[src/rtl/mult_wb_arbiter.sv]
// -----------------------------------------------------------------------------
// mult_wb_arbiter
//
// Purpose:
//   Merges the final multiplier stage-latch results with the main pipeline
//   writeback onto the single register-file write port. The main pipeline
//   always wins. A mult result that collides with a main write waits in a FIFO.
//   Queued mult results retire in arrival order. A mult result bypasses the
//   FIFO only when the FIFO is empty. Decode is told to stop issuing mults
//   while the FIFO could otherwise overflow from the results still in flight.
//   If an entry is dropped on a full FIFO anyway, a sticky flag is raised.
//
// Parameters:
//   DEPTH     mult result FIFO entries (power of 2, DEPTH > INFLIGHT)
//   INFLIGHT  mult stage latches between issue and this block
//
// Ports:
//   clk_i, rst_i                     clock, synchronous active-high reset
//   mult_int_write_data_i/addr/...   final mult stage result, dest, valid,
//                                    instruction word and PC
//   main_int_write_data_i/addr/...   main pipeline writeback, dest, valid,
//                                    instruction word and PC
//   rf_write_data_o/addr/enable      registered register-file write port
//   rf_instruction_o, rf_pc_o        registered retiring instruction and PC
//   rf_src_mult_o                    registered: 1 = write came from mult path
//   mult_issue_stall_o               blocks new mult issue in decode
//   overflow_o                       sticky: a mult entry was dropped
//
// Optional feature (macro MULT_WB_FWD_EN):
//   Adds hz_addr_i / hz_pending_o. hz_pending_o is high when hz_addr_i is
//   non-zero and matches a valid FIFO entry or the current valid mult input.
// -----------------------------------------------------------------------------
module mult_wb_arbiter #(
    parameter int DEPTH    = 8,
    parameter int INFLIGHT = 5
) (
    input  logic        clk_i,
    input  logic        rst_i,
    input  logic [31:0] mult_int_write_data_i,
    input  logic [4:0]  mult_write_addr_i,
    input  logic        mult_int_write_enable_i,
    input  logic [31:0] mult_instruction_i,
    input  logic [31:0] mult_pc_i,
    input  logic [31:0] main_int_write_data_i,
    input  logic [4:0]  main_write_addr_i,
    input  logic        main_int_write_enable_i,
    input  logic [31:0] main_instruction_i,
    input  logic [31:0] main_pc_i,
    output logic [31:0] rf_write_data_o,
    output logic [4:0]  rf_write_addr_o,
    output logic        rf_write_enable_o,
    output logic [31:0] rf_instruction_o,
    output logic [31:0] rf_pc_o,
    output logic        rf_src_mult_o,
`ifdef MULT_WB_FWD_EN
    input  logic [4:0]  hz_addr_i,
    output logic        hz_pending_o,
`endif
    output logic        mult_issue_stall_o,
    output logic        overflow_o
);

    localparam int AW = $clog2(DEPTH);
    localparam int CW = AW + 1;

    // FIFO storage (data only, never reset)
    logic [31:0] fifo_data_q  [DEPTH];
    logic [4:0]  fifo_addr_q  [DEPTH];
    logic [31:0] fifo_instr_q [DEPTH];
    logic [31:0] fifo_pc_q    [DEPTH];

    // Control state
    logic [AW-1:0] wr_ptr_q, wr_ptr_d;
    logic [AW-1:0] rd_ptr_q, rd_ptr_d;
    logic [CW-1:0] count_q, count_d;
    logic          overflow_q, overflow_d;

    // Registered write port
    logic [31:0] rf_data_q,  rf_data_d;
    logic [4:0]  rf_addr_q,  rf_addr_d;
    logic        rf_we_q,    rf_we_d;
    logic [31:0] rf_instr_q, rf_instr_d;
    logic [31:0] rf_pc_q,    rf_pc_d;
    logic        rf_src_q,   rf_src_d;

    logic mult_vld;
    logic push, pop, push_ok, fifo_full;

    // A write to x0 is architecturally a no-op, so it never occupies a slot.
    assign mult_vld  = mult_int_write_enable_i && (mult_write_addr_i != 5'd0);
    assign fifo_full = (count_q == CW'(DEPTH));

    always_comb begin
        push       = 1'b0;
        pop        = 1'b0;
        rf_we_d    = 1'b0;
        rf_data_d  = rf_data_q;
        rf_addr_d  = rf_addr_q;
        rf_instr_d = rf_instr_q;
        rf_pc_d    = rf_pc_q;
        rf_src_d   = rf_src_q;

        if (main_int_write_enable_i) begin
            rf_we_d    = 1'b1;
            rf_data_d  = main_int_write_data_i;
            rf_addr_d  = main_write_addr_i;
            rf_instr_d = main_instruction_i;
            rf_pc_d    = main_pc_i;
            rf_src_d   = 1'b0;
            push       = mult_vld;
        end else if (count_q != '0) begin
            rf_we_d    = 1'b1;
            rf_data_d  = fifo_data_q[rd_ptr_q];
            rf_addr_d  = fifo_addr_q[rd_ptr_q];
            rf_instr_d = fifo_instr_q[rd_ptr_q];
            rf_pc_d    = fifo_pc_q[rd_ptr_q];
            rf_src_d   = 1'b1;
            pop        = 1'b1;
            push       = mult_vld;
        end else if (mult_vld) begin
            // The FIFO is empty, so bypassing cannot reorder mult results.
            rf_we_d    = 1'b1;
            rf_data_d  = mult_int_write_data_i;
            rf_addr_d  = mult_write_addr_i;
            rf_instr_d = mult_instruction_i;
            rf_pc_d    = mult_pc_i;
            rf_src_d   = 1'b1;
        end

        // A pop in the same cycle frees a slot, so a push on full is legal then.
        push_ok    = push && (!fifo_full || pop);
        overflow_d = overflow_q || (push && fifo_full && !pop);
        wr_ptr_d   = push_ok ? wr_ptr_q + AW'(1) : wr_ptr_q;
        rd_ptr_d   = pop     ? rd_ptr_q + AW'(1) : rd_ptr_q;
        count_d    = count_q + CW'(push_ok) - CW'(pop);
    end

    always_ff @(posedge clk_i) begin
        if (rst_i) begin
            wr_ptr_q   <= '0;
            rd_ptr_q   <= '0;
            count_q    <= '0;
            overflow_q <= 1'b0;
            rf_we_q    <= 1'b0;
            rf_data_q  <= '0;
            rf_addr_q  <= '0;
            rf_instr_q <= '0;
            rf_pc_q    <= '0;
            rf_src_q   <= 1'b0;
        end else begin
            wr_ptr_q   <= wr_ptr_d;
            rd_ptr_q   <= rd_ptr_d;
            count_q    <= count_d;
            overflow_q <= overflow_d;
            rf_we_q    <= rf_we_d;
            rf_data_q  <= rf_data_d;
            rf_addr_q  <= rf_addr_d;
            rf_instr_q <= rf_instr_d;
            rf_pc_q    <= rf_pc_d;
            rf_src_q   <= rf_src_d;
        end
    end

    always_ff @(posedge clk_i) begin
        if (push_ok) begin
            fifo_data_q[wr_ptr_q]  <= mult_int_write_data_i;
            fifo_addr_q[wr_ptr_q]  <= mult_write_addr_i;
            fifo_instr_q[wr_ptr_q] <= mult_instruction_i;
            fifo_pc_q[wr_ptr_q]    <= mult_pc_i;
        end
    end

`ifdef MULT_WB_FWD_EN
    // A slot is live when its distance from the read pointer (mod DEPTH)
    // is below the occupancy.
    logic hz_hit;
    always_comb begin
        hz_hit = mult_vld && (mult_write_addr_i == hz_addr_i);
        for (int i = 0; i < DEPTH; i++) begin
            if ((CW'(AW'(AW'(i) - rd_ptr_q)) < count_q) && (fifo_addr_q[i] == hz_addr_i)) begin
                hz_hit = 1'b1;
            end
        end
    end
    assign hz_pending_o = hz_hit && (hz_addr_i != 5'd0);
`endif

    assign rf_write_data_o    = rf_data_q;
    assign rf_write_addr_o    = rf_addr_q;
    assign rf_write_enable_o  = rf_we_q;
    assign rf_instruction_o   = rf_instr_q;
    assign rf_pc_o            = rf_pc_q;
    assign rf_src_mult_o      = rf_src_q;
    assign mult_issue_stall_o = (count_q >= CW'(DEPTH - INFLIGHT));
    assign overflow_o         = overflow_q;

endmodule

[config.mk]
export PLATFORM = sky130hd
export DESIGN_NAME = mult_wb_arbiter
export DESIGN_NICKNAME = d
export VERILOG_FILES = /design/src/rtl/mult_wb_arbiter.sv
export SDC_FILE = /design/constraint.sdc
export NUM_CORES = 1
export LEC_CHECK = 0
export CAP_MARGIN = 30
export CORE_MARGIN = 1.5
export CORE_UTILIZATION = 45
export DETAILED_ROUTE_END_ITERATION = 6
export GPL_ROUTABILITY_DRIVEN = 1
export GPL_TIMING_DRIVEN = 0
export PLACE_DENSITY = 0.71
export SLEW_MARGIN = 20
export SYNTH_ARGS = -nofsm -noshare
export SYNTH_HDL_FRONTEND = slang
export SYNTH_SLANG_ARGS = --single-unit
[constraint.sdc]
create_clock -name clk_i -period 12.05 [get_ports clk_i]
set_clock_uncertainty 0.1 [all_clocks]
set_input_delay 2.41 -clock clk_i [delete_from_list [all_inputs] [get_ports clk_i]]
set_output_delay 2.41 -clock clk_i [all_outputs]
set_load 0.005 [all_outputs]
==> impl_metrics.yaml <==
grt:
  grt_max_degree: 23
  antenna_found_initial: 12
  grt_usage_pct: 23.0
  grt_pass1_vias: 21300
  grt_pass1_wl_um: 136000
  grt_overflow_total: 0
worst_setup_path:
  worst_ep_required_time_ns: 12.44
  slowest_stage: "clkbuf_1"
  rrSetupSlack_ns: 8.82
  crit_type: "in2reg"
  end_kind: "flip-flop"
  crit_arrival_ns: 5.82
  cp-start-kind: "input port"
  slowest_delay_ns: 0.74
  crit_chain: "clkdlybuf4s50_1 > clkbuf_1 > clkbuf_1 > nor2_1 > ha_1 > inv_1 > ha_1 > fa_1 > xnor2_1 > nor2_1"
  cp_max_fo: 10
drt:
  drc_errors: 0
  post_drt_wl_per_cell_um: 27.0
  postRouteAntennaNets: 0
  drt_wl_total_um: 92600
  drt_iter0_drc: 2112
  vias_per_cell: 5.91
  drt_pass1_iterations: 5
  vias: 20200
placement:
  io_buffers: 309
  dp.cells: 3251
  placed_area_um2: 40800
  pre_cts_ws_ns: 6.01
  dp_hpwl_um: 62600
  routabilityCongestion: 0.791
pwr:
  power_frac_seq_pct: 43.8
  ir_drop_mv: 0.137
  fin_total_pwr_mw: 8.84
  p_per_area_nw_per_um2: 200
  p_sw_mw: 2.35
  p_leak_nw: 13.8
  p_clk_share_pct: 34.1
  netSwitchingFraction_pct: 26.6
  intPower_mw: 6.48
  comb_power_share_pct: 22.1
timing:
  slew_headroom_pct: 35.2
  final_max_slew_viol_count: 0
  grt_setup_unrepaired: "no"
  whs_ns: 0.401
  fin_crit_ns: 5.42
  fin_crit_sh_pct: 45.0
  fmax_ghz: 0.184
  finalHoldViolCount: 0
  tns_ns: 0
  setup_viol: 0
  setup_ws_ns: 6.63
  tightest_slew_ns: 0.972
finish:
  finalNonFillerCells: 3428
  stdcell_area_um2: 44100
  area_growth_pct: 25.0
  final_util_pct: 56.9
  fill_cells: 5719
  nNetsFinal: 2521
  drive_above_1_share_pct: 20.5
yosys:
  syn-cell-area_um2: 35300
  synth_top_family_by_area: "multiplexers"
  synthMuxAreaShare_pct: 13.0
  ys_top_cells_by_count: "edfxtp_1 (808), mux4_2 (202), dfxtp_1 (117)"
  synth_compound_area_share_pct: 6.29
  synth-xor-area-share_pct: 0.0993
  syn_inst: 1837
  synth_cell_types: 35
  syn_nets: 2052
  synth.most_common_cell: "edfxtp_1"
  synth_edf_count: 808
  yosysTopAreaCell: "edfxtp_1"
  synth.top_cell.area_share_pct: 68.8
  ys.flop_type: "edfxtp_1"
  avgSynthCellArea_um2: 19.2
  ys_seq_area_share_pct: 75.4
  synth-adder-area-share_pct: 0.341
  ys_ff_latch: 925
  synth-async-reset-ratio_pct: 0
  yosys.area_share.simple_pct: 3.10
  synth.area.top_cells: "edfxtp_1 (69%), mux4_2 (13%), dfxtp_1 (6.6%)"
  yosysWarnings: 0
die:
  rows: 102
  coreArea_um2: 77500
  dieArea_um2: 80100
  io_pins: 311
  die_x_um: 283
  start_util_pct: 45.5
  die_h_um: 283
clocking:
  clockRootBuffer: "clkbuf_16"
  h-tree-depth: 3
  post_cts_buffers: 0
  cts_buffers: 93
  cts_tree: "yes"
  cts_buffer_depth: 3
  clock_sinks: 925
  clkSlewWorstSetupHoldPaths_ns: 0.06
  clk_latency_ns: 0.64
  cts_hold_buf: 0
  cts_resized: 0
hold_path:
  hp-class: "reg2reg"
run:
  max_cap_viol_count: 0
status:
  status: "completed"
## critical path: cells and delay by family
kind | cells | cell delay [ns]
buffers and inverters | 4 | 1.98
and+or+nand+nor | 2 | 0.29
xor gates and xnor gates | 1 | 0.18
adders and majority gates | 3 | 0.95
## power groups by stage
stage	combinational, mW	sequential [mW]	clock (mW)
after floorplan	1.15	3.95	0
after global placement	1.87	4.01	0
after detailed placement	1.96	3.94	0
after CTS	1.97	3.87	3.05
after global routing	2.09	3.89	3.17
final	1.95	3.87	3.01
## registers in the layout, indices dropped and copies added, names as in the netlist, named ones only
register and cells:
count_q 4, fifo_data_q 256, rf_write_addr_o 5, rf_write_enable_o 1, overflow_o 1, fifo_pc_q 256
rd_ptr_q 3, wr_ptr_q 3, rf_instruction_o 32, fifo_addr_q 40, rf_write_data_o 32, fifo_instr_q 256
rf_pc_o 32, rf_src_mult_o 1
## cell usage in the layout (no fill, tap or decap), types with 4 or more instances in the layout
cell	n
edfxtp_1	808
clkdlybuf4s50_1	309
mux4_2	202
dfxtp_1	117
nand2_1	107
nor3_1	104
a311oi_1	101
clkbuf_16	97
a22oi_1	96
clkbuf_1	86
o21ai_0	78
buf_2	48
buf_4	23
buf_16	21
o21ai_1	20
clkbuf_8	17
clkinv_2	15
buf_12	15
buf_6	11
bufinv_16	10
nor2_1	9
buf_1	8
ha_1	8
inv_1	7
clkinvlp_4	7
nor2_4	6
inv_6	6
diode_2	5
a21oi_1	5
a222oi_1	5
clkinv_1	5
xnor2_1	4
nand2b_1	4
## final timing paths
path	end	from	cells after the start
min	wr_ptr_q[0]	wr_ptr_q[0]	2
min reg2reg	wr_ptr_q[0]	wr_ptr_q[0]	2
max reg2reg	fifo_instr_q[1][16]	count_q[2]	11
max	count_q[2]	main_int_write_enable_i	10
## metal layers
layer / track usage [%] / part of all wire (%) / vias up
met5: 0 / 0.11 / -
met4: 9.77 / 3.4 / 16
met3: 5.39 / 8.5 / 182
met2: 37.2 / 49 / 928
met1: 29.9 / 39 / 10500
li1: - / - / 8637
## area by class of cell
class                      instances  area, µm²  area share (%)
antenna                            5       12.5          0.0284
buffer                           135        598            1.36
clock buffer                     127       2710            6.15
clock inverter                    45        524            1.19
inverter                           7       26.3          0.0596
multi-input combinational        770       8090            18.4
sequential                       925      26600            60.3
tap                             1040       1300            2.95
timing repair buffer             374       4220            9.57
## cells by family (layout without fill, tap and decap cells)
kind of cell	count (synthesis)	after routing
muxes	204	204
AOI/OAI and AO/OA	310	310
adders and majority gates	9	9
other	0	5
DFF	925	925
and+or+nand+nor	243	243
xor gates and xnor gates	4	4
buffers and inverters	142	688
No activity file was read; power rests on OpenSTA's default activity.
